==> src/rtl/chord_sample_mixer.sv <==
// Three-voice sample mixer: collects per-voice samples, forms a saturated sum and presents it once per codec frame.
// Optional build macro MIXER_UNDERRUN_CNT_EN adds an 8-bit saturating underrun_count output.
module chord_sample_mixer #(
    parameter int WIDTH   = 16,
    parameter int SHIFT   = 0,
    parameter int TIMEOUT = 255
) (
    input  logic                    clk,
    input  logic                    reset,
    input  logic                    play,
    input  logic                    new_frame,
    input  logic signed [WIDTH-1:0] sample_one,
    input  logic signed [WIDTH-1:0] sample_two,
    input  logic signed [WIDTH-1:0] sample_three,
    input  logic                    ready_one,
    input  logic                    ready_two,
    input  logic                    ready_three,
    output logic                    generate_next_sample,
    output logic signed [WIDTH-1:0] valid_sample,
    output logic                    clipped
`ifdef MIXER_UNDERRUN_CNT_EN
    ,
    output logic [7:0]              underrun_count
`endif
);

    localparam int CW = (TIMEOUT < 1) ? 1 : $clog2(TIMEOUT + 1);
    localparam logic signed [WIDTH+1:0] SAT_MAX = {3'b000, {(WIDTH-1){1'b1}}};
    localparam logic signed [WIDTH+1:0] SAT_MIN = {3'b111, {(WIDTH-1){1'b0}}};

    typedef enum logic [1:0] {IDLE, COLLECT, SUM} state_t;

    state_t                   state;
    logic [CW-1:0]            timeout_cnt;
    logic [2:0]               captured;
    logic [2:0]               ready_vec;
    logic [2:0]               captured_next;
    logic signed [WIDTH-1:0]  sample_arr [3];
    logic signed [WIDTH+1:0]  voice_ext  [3];
    logic signed [WIDTH-1:0]  pending;
    logic                     pending_clip;
    logic                     pending_valid;
    logic signed [WIDTH+1:0]  sum_full;
    logic signed [WIDTH+1:0]  sum_shifted;
    logic signed [WIDTH-1:0]  sum_sat;
    logic                     sum_clip;

    assign ready_vec     = {ready_three, ready_two, ready_one};
    assign sample_arr[0] = sample_one;
    assign sample_arr[1] = sample_two;
    assign sample_arr[2] = sample_three;
    assign captured_next = captured | ready_vec;

    // Voice registers keep their last captured value so a timed-out collection reuses stale voices.
    generate
        for (genvar gi = 0; gi < 3; gi++) begin : g_voice
            logic signed [WIDTH-1:0] voice_reg;
            always_ff @(posedge clk or negedge reset) begin
                if (!reset) begin
                    voice_reg <= '0;
                end else if (state == COLLECT && ready_vec[gi]) begin
                    voice_reg <= sample_arr[gi];
                end
            end
            assign voice_ext[gi] = {{2{voice_reg[WIDTH-1]}}, voice_reg};
        end
    endgenerate

    always_comb begin
        sum_full    = voice_ext[0] + voice_ext[1] + voice_ext[2];
        sum_shifted = sum_full >>> SHIFT;
        sum_sat     = sum_shifted[WIDTH-1:0];
        sum_clip    = 1'b0;
        if (sum_shifted > SAT_MAX) begin
            sum_sat  = SAT_MAX[WIDTH-1:0];
            sum_clip = 1'b1;
        end else if (sum_shifted < SAT_MIN) begin
            sum_sat  = SAT_MIN[WIDTH-1:0];
            sum_clip = 1'b1;
        end
    end

    always_ff @(posedge clk or negedge reset) begin
        if (!reset) begin
            state                <= IDLE;
            timeout_cnt          <= '0;
            captured             <= '0;
            pending              <= '0;
            pending_clip         <= 1'b0;
            pending_valid        <= 1'b0;
            generate_next_sample <= 1'b0;
            valid_sample         <= '0;
            clipped              <= 1'b0;
        end else begin
            generate_next_sample <= new_frame;

            if (new_frame && pending_valid) begin
                valid_sample <= play ? pending : '0;
                clipped      <= play & pending_clip;
            end

            // A sum finishing on a frame edge must survive that frame's consumption.
            if (state == SUM) begin
                pending_valid <= 1'b1;
            end else if (new_frame) begin
                pending_valid <= 1'b0;
            end

            case (state)
                IDLE: begin
                    if (generate_next_sample) begin
                        captured    <= '0;
                        timeout_cnt <= '0;
                        state       <= COLLECT;
                    end
                end
                COLLECT: begin
                    captured <= captured_next;
                    if (&captured_next || timeout_cnt == CW'(TIMEOUT)) begin
                        state <= SUM;
                    end else begin
                        timeout_cnt <= timeout_cnt + CW'(1);
                    end
                end
                SUM: begin
                    pending      <= sum_sat;
                    pending_clip <= sum_clip;
                    state        <= IDLE;
                end
                default: state <= IDLE;
            endcase
        end
    end

`ifdef MIXER_UNDERRUN_CNT_EN
    always_ff @(posedge clk or negedge reset) begin
        if (!reset) begin
            underrun_count <= '0;
        end else if (new_frame && !pending_valid && underrun_count != 8'hFF) begin
            underrun_count <= underrun_count + 8'd1;
        end
    end
`endif

endmodule

==> config.mk <==
export PLATFORM = sky130hd
export DESIGN_NAME = chord_sample_mixer
export DESIGN_NICKNAME = d
export VERILOG_FILES = /design/src/rtl/chord_sample_mixer.sv
export SDC_FILE = /design/constraint.sdc
export NUM_CORES = 1
export LEC_CHECK = 0
export CAP_MARGIN = 15
export CORE_MARGIN = 5
export CORE_UTILIZATION = 60
export DETAILED_ROUTE_END_ITERATION = 7
export DONT_BUFFER_PORTS = 1
export GPL_TIMING_DRIVEN = 0
export HOLD_SLACK_MARGIN = 0.08
export PLACE_DENSITY_LB_ADDON = 0.3
export SLEW_MARGIN = 20
export SYNTH_ARGS = -nofsm -noshare
export SYNTH_HDL_FRONTEND = slang
export SYNTH_SLANG_ARGS = --single-unit
==> constraint.sdc <==
create_clock -name clk -period 4.6 [get_ports clk]
set_clock_uncertainty 0.1 [all_clocks]
set_input_delay 0.92 -clock clk [delete_from_list [all_inputs] [get_ports clk]]
set_output_delay 0.92 -clock clk [all_outputs]
set_load 0.01 [all_outputs]
# Word-level counts from Yosys, hierarchy flattened
# Index checks and enable logic that the tools add are counted.
[totals]
register_bits = 97
latch_bits = 0
ramBits = 0
mem_bits_ro = 0
inputBits = 55
output_inout_bits = 18
n_memories = 0
[op_classes]
add_sub_neg = 3
multipliers = 0
n_div = 0
order_cmp = 2
eq_ne = 6
shift = 0
muxes = 15
n_bitwise = 2
n_reduce_logical = 12
[op_table]
columns = ["op", "count"]
rows = [
  ["16-bit 2-to-1 mux", 3],
  ["17-bit by 16-bit adder with 18-bit output", 1],
  ["18-bit by 16-bit > comparator with 1-bit output (second input constant)", 1],
  ["18-bit by 16-bit less-than comparator with 1-bit output (second input constant)", 1],
  ["16-bit by 16-bit adder with 17-bit output", 1],
  ["8-bit 2-to-1 mux", 2],
  ["8-bit case mux with 2 select lines", 1],
  ["8-bit by 1-bit adder with 8-bit output (second input constant)", 1],
  ["8-bit equality test (second input constant)", 1],
  ["3-bit case mux with 2 select lines", 1],
  ["3-bit AND reduction", 2],
  ["1-bit logical AND", 4],
  ["1-bit 2-to-1 mux", 4],
  ["2-bit 2-to-1 mux", 2],
  ["2-bit inequality test (second input constant)", 2],
  ["2-bit case mux with 2 select lines", 1],
  ["2-bit AND reduction", 2],
  ["2-bit nonzero test", 2],
  ["3-bit 2-to-1 mux", 1],
  ["3-bit bitwise OR", 1],
  ["2-bit by 1-bit equality test with 1-bit output (second input constant)", 1],
  ["2-bit equality test (second input constant)", 1],
  ["2-bit zero test", 1],
  ["2-bit by 1-bit inequality test with 1-bit output (second input constant)", 1],
  ["2 further kinds", 2],
]

# Logic depth before layout (Yosys ltp)
# Gate-level depths: netlist of the first run.
[logic_depth]
ltp_word = 5
depth_mapped = 13
depth_no_buf = 12

# Worst setup path after synthesis of the first run
# OpenSTA, ideal clock, no wires.
[synth_timing]
kind = "register to register"
start = "register g_voice[0].voice_reg[1]"
end = "register pending_clip"
arrival_time_ps = 2969
path_slack_ps = 1396
stages_incl_launch_ff = 14
path_buffers = 1
synth_period_minus_slack_ps = 3204
path_cell_list = "dfrtp_1 > inv_1 > fa_1 > inv_1 > ha_1 > fa_1 > a211oi_2 > o21ai_0 > a2111o_1 > o211ai_2 > buf_4 > nand2_1 > nor2_1 > o31ai_1"
[synth_via]
elab_chain_cells = 5
elab_cells_between_ends = 6
cone_classes = "add/sub: 2; order compare: 2; mux: 2"
[synth_rtl]
columns = ["item", "line_no", "source"]
rows = [
  ["start, declared", "57", "logic signed [WIDTH-1:0] voice_reg;"],
  ["start signal, assigned", "62", "voice_reg <= sample_arr[gi];"],
  ["16-bit by 16-bit adder with 17-bit output *", "70", "sum_full = voice_ext[0] + voice_ext[1] + voice_ext[2];"],
  ["17-bit by 16-bit adder with 18-bit output *", "70", ""],
  ["18-bit by 16-bit less-than comparator with 1-bit output", "77", "end else if (sum_shifted < SAT_MIN) begin"],
  ["1-bit 2-to-1 mux", "77", ""],
  ["1-bit 2-to-1 mux *", "74", "if (sum_shifted > SAT_MAX) begin"],
  ["end signal, assigned", "127", "pending_clip <= sum_clip;"],
  ["end, declared", "41", "logic pending_clip;"],
]
# Every way passes the cells marked *; elsewhere a longest branch is shown, timed or not.
# A chain may end at the register's enable or synchronous reset.

# Worst setup path in the final report of the first run
# Ends and elaborated chain as after synthesis.

==> results by group, run 1 <==
Global routing
  – Initial antenna violation count: 0
  – GR Util All Layers: 20.5%
  – Number of global-route vias before repair: ~3500
  – Largest net degree at the start of global routing: between 90 and 100
  – Grt total ovfl: 0
  – First-pass GRT wire length: ~17000 um

CTS
  – TritonCTS clock tree: yes
  – CTS Hold Bufs: 0
  – Post-CTS Setup Inserts: 0
  – Max Root-Sink Buffers: 2
  – Post-CTS Resized: 0
  – Clk sink count: between 90 and 100
  – Total number of H-tree levels: 3
  – CTS buffer count: 9
  – Clock Tree Root: clkbuf_8
  – CTS clk-pin slew, worst paths: 90 ps
  – Worst skew pair latency: roughly 360 ps

Cells and area
  – N_diodes: 0
  – Layout cells sized above 1: about a fifth
  – P&R area growth vs syn: 6.87%
  – NumNets Final: ~560
  – Final non-filler cell total: 588
  – # fillers: 673
  – Max reg flops: 48
  – Finished Cell Area: between 5000 and 6000 um2

Worst setup path
  – Crit path DAT: 3690 ps
  – Kind of critical path: reg -> reg
  – Reg-to-Reg End: pending_clip
  – R2R cell count: 13
  – Crit path launch type: flop
  – R2R Path Start: g_voice[0].voice_reg[1]
  – R2R Setup Slk: ~1000 ps
  – Critical Path End Type: flop
  – Worst path required time: ~4700 ps
  – Critical path fanouts, max: 10

Synth
  – Gate Count Post-Synth: between 400 and 500
  – Syn Nets: roughly 550
  – Most common flop cell mapped by yosys: dfrtp_1
  – Synthesized area per cell: about 11 um2
  – Sequential area share after synthesis: a little under half
  – Synthesized flop and latch total: 97
  – Post-synth EDFFs: 0
  – Synth Warn #: 0
  – Netlist cell types: 55
  – Async set or reset register ratio after synthesis: 100%
  – Synth Cell Area: 5190 um2

Placement
  – Post-DP HPWL: approximately 7800 um
  – Cell count after placement: ~570
  – Setup WS pre-CTS: between 1000 and 1500 ps
  – Routability cong.: approximately 0.85
  – Port bufs: 0
  – Post-DP Area: ~5300 um2

Floorplanning
  – I/O pin cnt: 73
  – Die span in y: between 100 and 150 um
  – Area of the core: around 8600 um2
  – Die Width: slightly above 100 um
  – Rows: 34
  – Initial Util: 60.4%
  – Die ar.: roughly 11000 um2

Drt
  – DRC Markers: 0
  – Final ANT Viol Nets: 0
  – Avg WL per Cell: between 15 and 20 um
  – Routed Wire Length: between 10000 and 15000 um
  – Drt first pass iters: 4
  – Iteration-0 DRC Markers: 130
  – Via density: between 5 and 6
  – Vias: around 3400

Timing
  – Crit path time final: roughly 3600 ps
  – Peak Freq: 0.281 GHz
  – Actual slew at the worst max-slew pin: 678 ps
  – Worst slew margin: 53.6%
  – RSZ-0062 raised after global routing: no
  – Final period utilization: slightly below 80%
  – Final number of hold-violating endpoints: 0
  – Final TNS setup: 0 ps
  – Setup-failing EPs final: 0
  – Max-slew violations: 0
  – Slack of the critical path: 1040 ps

Run
  – Max-cap violations: 0

Status
  – Outcome: complete, no violations

Hold path
  – Worst hold path type: in -> async
## metrics by stage
step                      util, %  hold slack [ps]
final                        64.5              147
after global routing         64.5              124
after CTS                    64.5              135
after detailed placement     62.0              371
after global placement       62.0              371
after floorplan                 -              349
## cell usage after synthesis (9+ instances only)
master	count	share of area, %
dfrtp_1	97	47
nand2_1	68	4.9
mux2_2	49	11
o21ai_0	30	2.9
a21oi_1	20	1.9
nor2_1	20	1.4
fa_1	17	6.6
ha_1	17	4.1
clkbuf_1	14	1.0
a31oi_1	11	1.3
o21ai_1	11	1.1
inv_1	9	0.65
o211ai_2	9	2.2
xor2_1	9	1.5
## worst max-delay path by stage
stage / start / to / slack, ps / cells past startpoint
2_1_floorplan: g_voice[0].voice_reg[1] / pending_clip / 1400 / 13
3_3_place_gp: g_voice[0].voice_reg[1] / pending_clip / 1170 / 13
3_5_place_dp: g_voice[0].voice_reg[1] / pending_clip / 1090 / 13
4_1_cts: g_voice[0].voice_reg[1] / pending_clip / 1020 / 13
5_1_grt: g_voice[0].voice_reg[1] / pending_clip / 850 / 13
6_report: g_voice[0].voice_reg[1] / pending_clip / 1040 / 13
## worst max-delay path, stage by stage, from the launching register on
cell	delay (ps)
dfrtp_1	370
inv_1	60
fa_1	520
inv_1	40
ha_1	230
fa_1	440
a211oi_2	300
o21ai_0	240
a2111o_1	440
o211ai_2	130
buf_4	260
nand2_1	80
nor2_1	130
o31ai_1	80
## cell usage in the layout (no fill, tap or decap), types with 9 or more instances in the layout
cell type   n
dfrtp_1    97
nand2_1    68
mux2_2     49
o21ai_0    30
a21oi_1    20
nor2_1     20
fa_1       17
ha_1       17
clkbuf_1   16
o21ai_1    11
a31oi_1    11
clkbuf_8   10
inv_1       9
o211ai_2    9
xor2_1      9
## kinds of logic (layout without fill, tap and decap cells)
group | after synthesis | after routing | synth area share [%]
AOI/OAI and AO/OA | 116 | 116 | 15.6
xor gates and xnor gates | 14 | 14 | 2.36
adders and majority gates | 34 | 34 | 10.7
buffers and inverters | 29 | 45 | 2.72
DFF | 97 | 97 | 46.8
muxes | 50 | 50 | 10.8
and+or+nand+nor | 124 | 124 | 11.0
## per-layer routing
layer,global-route usage (%),share of wire [%],vias to the layer above,wire length [um]
li1,-,-,1673,-
met1,27.2,44,1645,4470
met3,4.67,5.7,11,580
met5,0,0,-,0
met2,33.8,49,88,4980
met4,6.08,1.5,0,153
## layout make-up
class / count / area, um2 / share of cell area [%]
clock inverter: 4 / 76.3 / 1.38
clock buffer: 12 / 145 / 2.62
buffer: 20 / 108 / 1.94
multi-input combinational: 338 / 2620 / 47.3
inverter: 9 / 33.8 / 0.609
tap: 108 / 135 / 2.44
sequential: 97 / 2430 / 43.8
Power of run 1 is not shown: default switching activity piles up to over one toggle a cycle in this logic, so the estimate is an artifact.
==> run 2: changes to the inputs <==
==> constraint.sdc (replaced) <==
create_clock -name clk -period 3.3 [get_ports clk]
set_clock_uncertainty 0.1 [all_clocks]
set_input_delay 0.66 -clock clk [delete_from_list [all_inputs] [get_ports clk]]
set_output_delay 0.66 -clock clk [all_outputs]
set_load 0.01 [all_outputs]
==> run 2 against run 1 <==
  * Cell area rose by 5.6%
  * Worst setup slack worse by 1000 ps
  * Critical path depth shrank 1
  * Fmax up 7.9%
  * Final cell count is 1.4% higher
  * Via count rose by 2.7%
  * Non-clock buffer count rose by 8
  * Sequential share of layout area decreased by 2.3 points
  * Clock-buffer cell count unchanged
  * Worst hold slack got worse by 31 ps
  * Sequential cell count is the same
  * Register-to-register slack worse by 1000 ps
  * Critical path type unchanged
  * Largest cell class unchanged
==> results by group, run 2 (same netlist as run 1, synthesis figures left out) <==
CTS
  – Clock Tree Root: clkbuf_8 (unchanged)
  – CTS buffer count: 9 (unchanged)
  – CTS clk-pin slew, worst paths: 90 ps (about the same)
  – Clk sink count: 97 (unchanged)
  – TritonCTS clock tree: yes (unchanged)
  – Total number of H-tree levels: 3 (unchanged)
  – Worst skew pair latency: 360 ps (about the same)
  – Max Root-Sink Buffers: 2 (unchanged)

Drt
  – Iteration-0 DRC Markers: 100 (was 130)
  – Final ANT Viol Nets: 0 (unchanged)
  – Vias: 3508 (was 3417)
  – Drt first pass iters: 4 (unchanged)
  – Avg WL per Cell: 18.0 um (was 17.3 um)
  – DRC Markers: 0 (unchanged)
  – Routed Wire Length: 10700 um (was 10200 um)
  – Via density: 5.89 (was 5.81)

Cells and area
  – Commonest non-fill, non-tap cell in the layout: dfrtp_1 (unchanged)
  – # fillers: 631 (was 673)
  – Layout cells sized above 1: 25.6% (was 19.0%)
  – NumNets Final: 572 (was 564)
  – Multi-input logic area: 2830 um2 (was 2620 um2)
  – P&R area growth vs syn: 12.9% (was 6.87%)
  – Seq. cell area: 2430 um2 (unchanged)
  – Max reg flops: 48 (unchanged)
  – N_diodes: 0 (unchanged)
  – Commonest cells after routing, fill and taps aside: dfrtp_1, nand2_1, mux2_2 (unchanged)

Run
  – Max-cap violations: 0 (unchanged)

Timing
  – Worst slew margin: 60.5% (was 53.6%)
  – Final TNS setup: 0 ps (unchanged)
  – Max-slew violations: 0 (unchanged)
  – Slack of the critical path: 2.06 ps (was 1040 ps)
  – Setup-failing EPs final: 0 (unchanged)
  – Final period utilization: 99.9% (was 77.4%)
  – Final number of hold-violating endpoints: 0 (unchanged)
  – Actual slew at the worst max-slew pin: 592 ps (was 678 ps)
  – Hold slack final: 116 ps (was 147 ps)
  – Crit path time final: 3300 ps (was 3560 ps)
  – RSZ-0062 raised after global routing: yes (was no)
  – Peak Freq: 0.303 GHz (was 0.281 GHz)

Floorplanning
  – Die Width: 103 um (unchanged)
  – I/O pin cnt: 73 (unchanged)
  – Die span in y: 103 um (unchanged)
  – Initial Util: 60.4% (unchanged)
  – Area of the core: 8590 um2 (unchanged)
  – Die ar.: 10600 um2 (unchanged)
  – Rows: 34 (unchanged)

Hold path
  – Worst hold path type: in -> async (unchanged)

Placement
  – Post-DP HPWL: 7790 um (unchanged)
  – Setup WS pre-CTS: -213 ps (was 1090 ps)
  – Port bufs: 0 (unchanged)
  – Routability cong.: 0.854 (unchanged)

Global routing
  – Initial antenna violation count: 0 (unchanged)
  – Largest net degree at the start of global routing: 98 (unchanged)
  – First-pass GRT wire length: 17200 um (was 17000 um)
  – Number of global-route vias before repair: 3578 (was 3526)
  – GR Util All Layers: 20.8% (was 20.5%)
  – Grt total ovfl: 0 (unchanged)

Worst setup path
  – Crit path DAT: 3420 ps (was 3690 ps)
  – Kind of critical path: reg -> reg (unchanged)
  – Critical Path End Type: flop (unchanged)
  – Critical path fanouts, max: 6 (was 10)
  – Worst path required time: 3420 ps (was 4730 ps)
  – Crit path launch type: flop (unchanged)

Status
  – Outcome: complete, no violations (unchanged)
run 2: changes by cell type in the layout (fill, tap and decap cells not counted), sizes merged:
cell,delta
clkbuf,+1
buf,+7
run 2: critical path, cell delays in order (launching register included):
cell      delay [ps]
dfrtp_1          370
inv_2             40
fa_1             540
inv_2             50
ha_4             160
fa_2             390
a211oi_4         300
o21ai_2          130
a2111o_1         480
o211ai_4         150
inv_2            100
a21oi_4          250
o31ai_1          110
run 2: final timing paths:
kind / cells past startpoint / from / slack (ps) / to
hold reg to reg: 2 / pending_clip / 410 / pending_clip
hold / removal: 1 / reset / 120 / valid_sample[11]
min in group clk: 0 / new_frame / 220 / generate_next_sample
max in group asynchronous: 1 / reset / 2610 / g_voice[0].voice_reg[4]
setup reg to reg: 12 / g_voice[2].voice_reg[1] / 2 / pending[2]
setup / recovery: 12 / g_voice[2].voice_reg[1] / 2 / pending[2]
run 2: what timing repair did:
action,in CTS,in global routing
endpoints found under the hold margin,97,0
pin swaps,1,21
setup buffers,3,4
hold buffers,1,0
gates resized for setup,8,42
setup endpoints to repair,16,16
run 2: final cells by class:
| class | instances | area share (%) |
|---|---|---|
| Multi-Input combinational cell | 338 | 48.3 |
| Sequential cell | 97 | 41.4 |
| Clock buffer | 12 | 2.48 |
| Tap cell | 108 | 2.31 |
| Buffer | 20 | 2.05 |
| Timing Repair Buffer | 8 | 1.56 |
| Clock inverter | 4 | 1.30 |
| Inverter | 9 | 0.577 |
run 2: per-layer routing:
layer  vias to the layer above  track usage [%]  routed length [um]
met2                        82             34.6                5430
met3                        15             4.74                 558
li1                       1685                -                   -
met5                         -                0                   0
met4                         0             6.37                 183
met1                      1726             27.2                4530
run 2: stage by stage:
step / cell area (um2) / util (%) / cells
after floorplan: 5190 / - / 464
after global placement: 5330 / 62.0 / 572
after detailed placement: 5330 / 62.0 / 572
after CTS: 5630 / 65.5 / 592
after global routing: 5860 / 68.2 / 596
final: 5860 / 68.2 / 596
Power of run 2 is left out for the same reason.
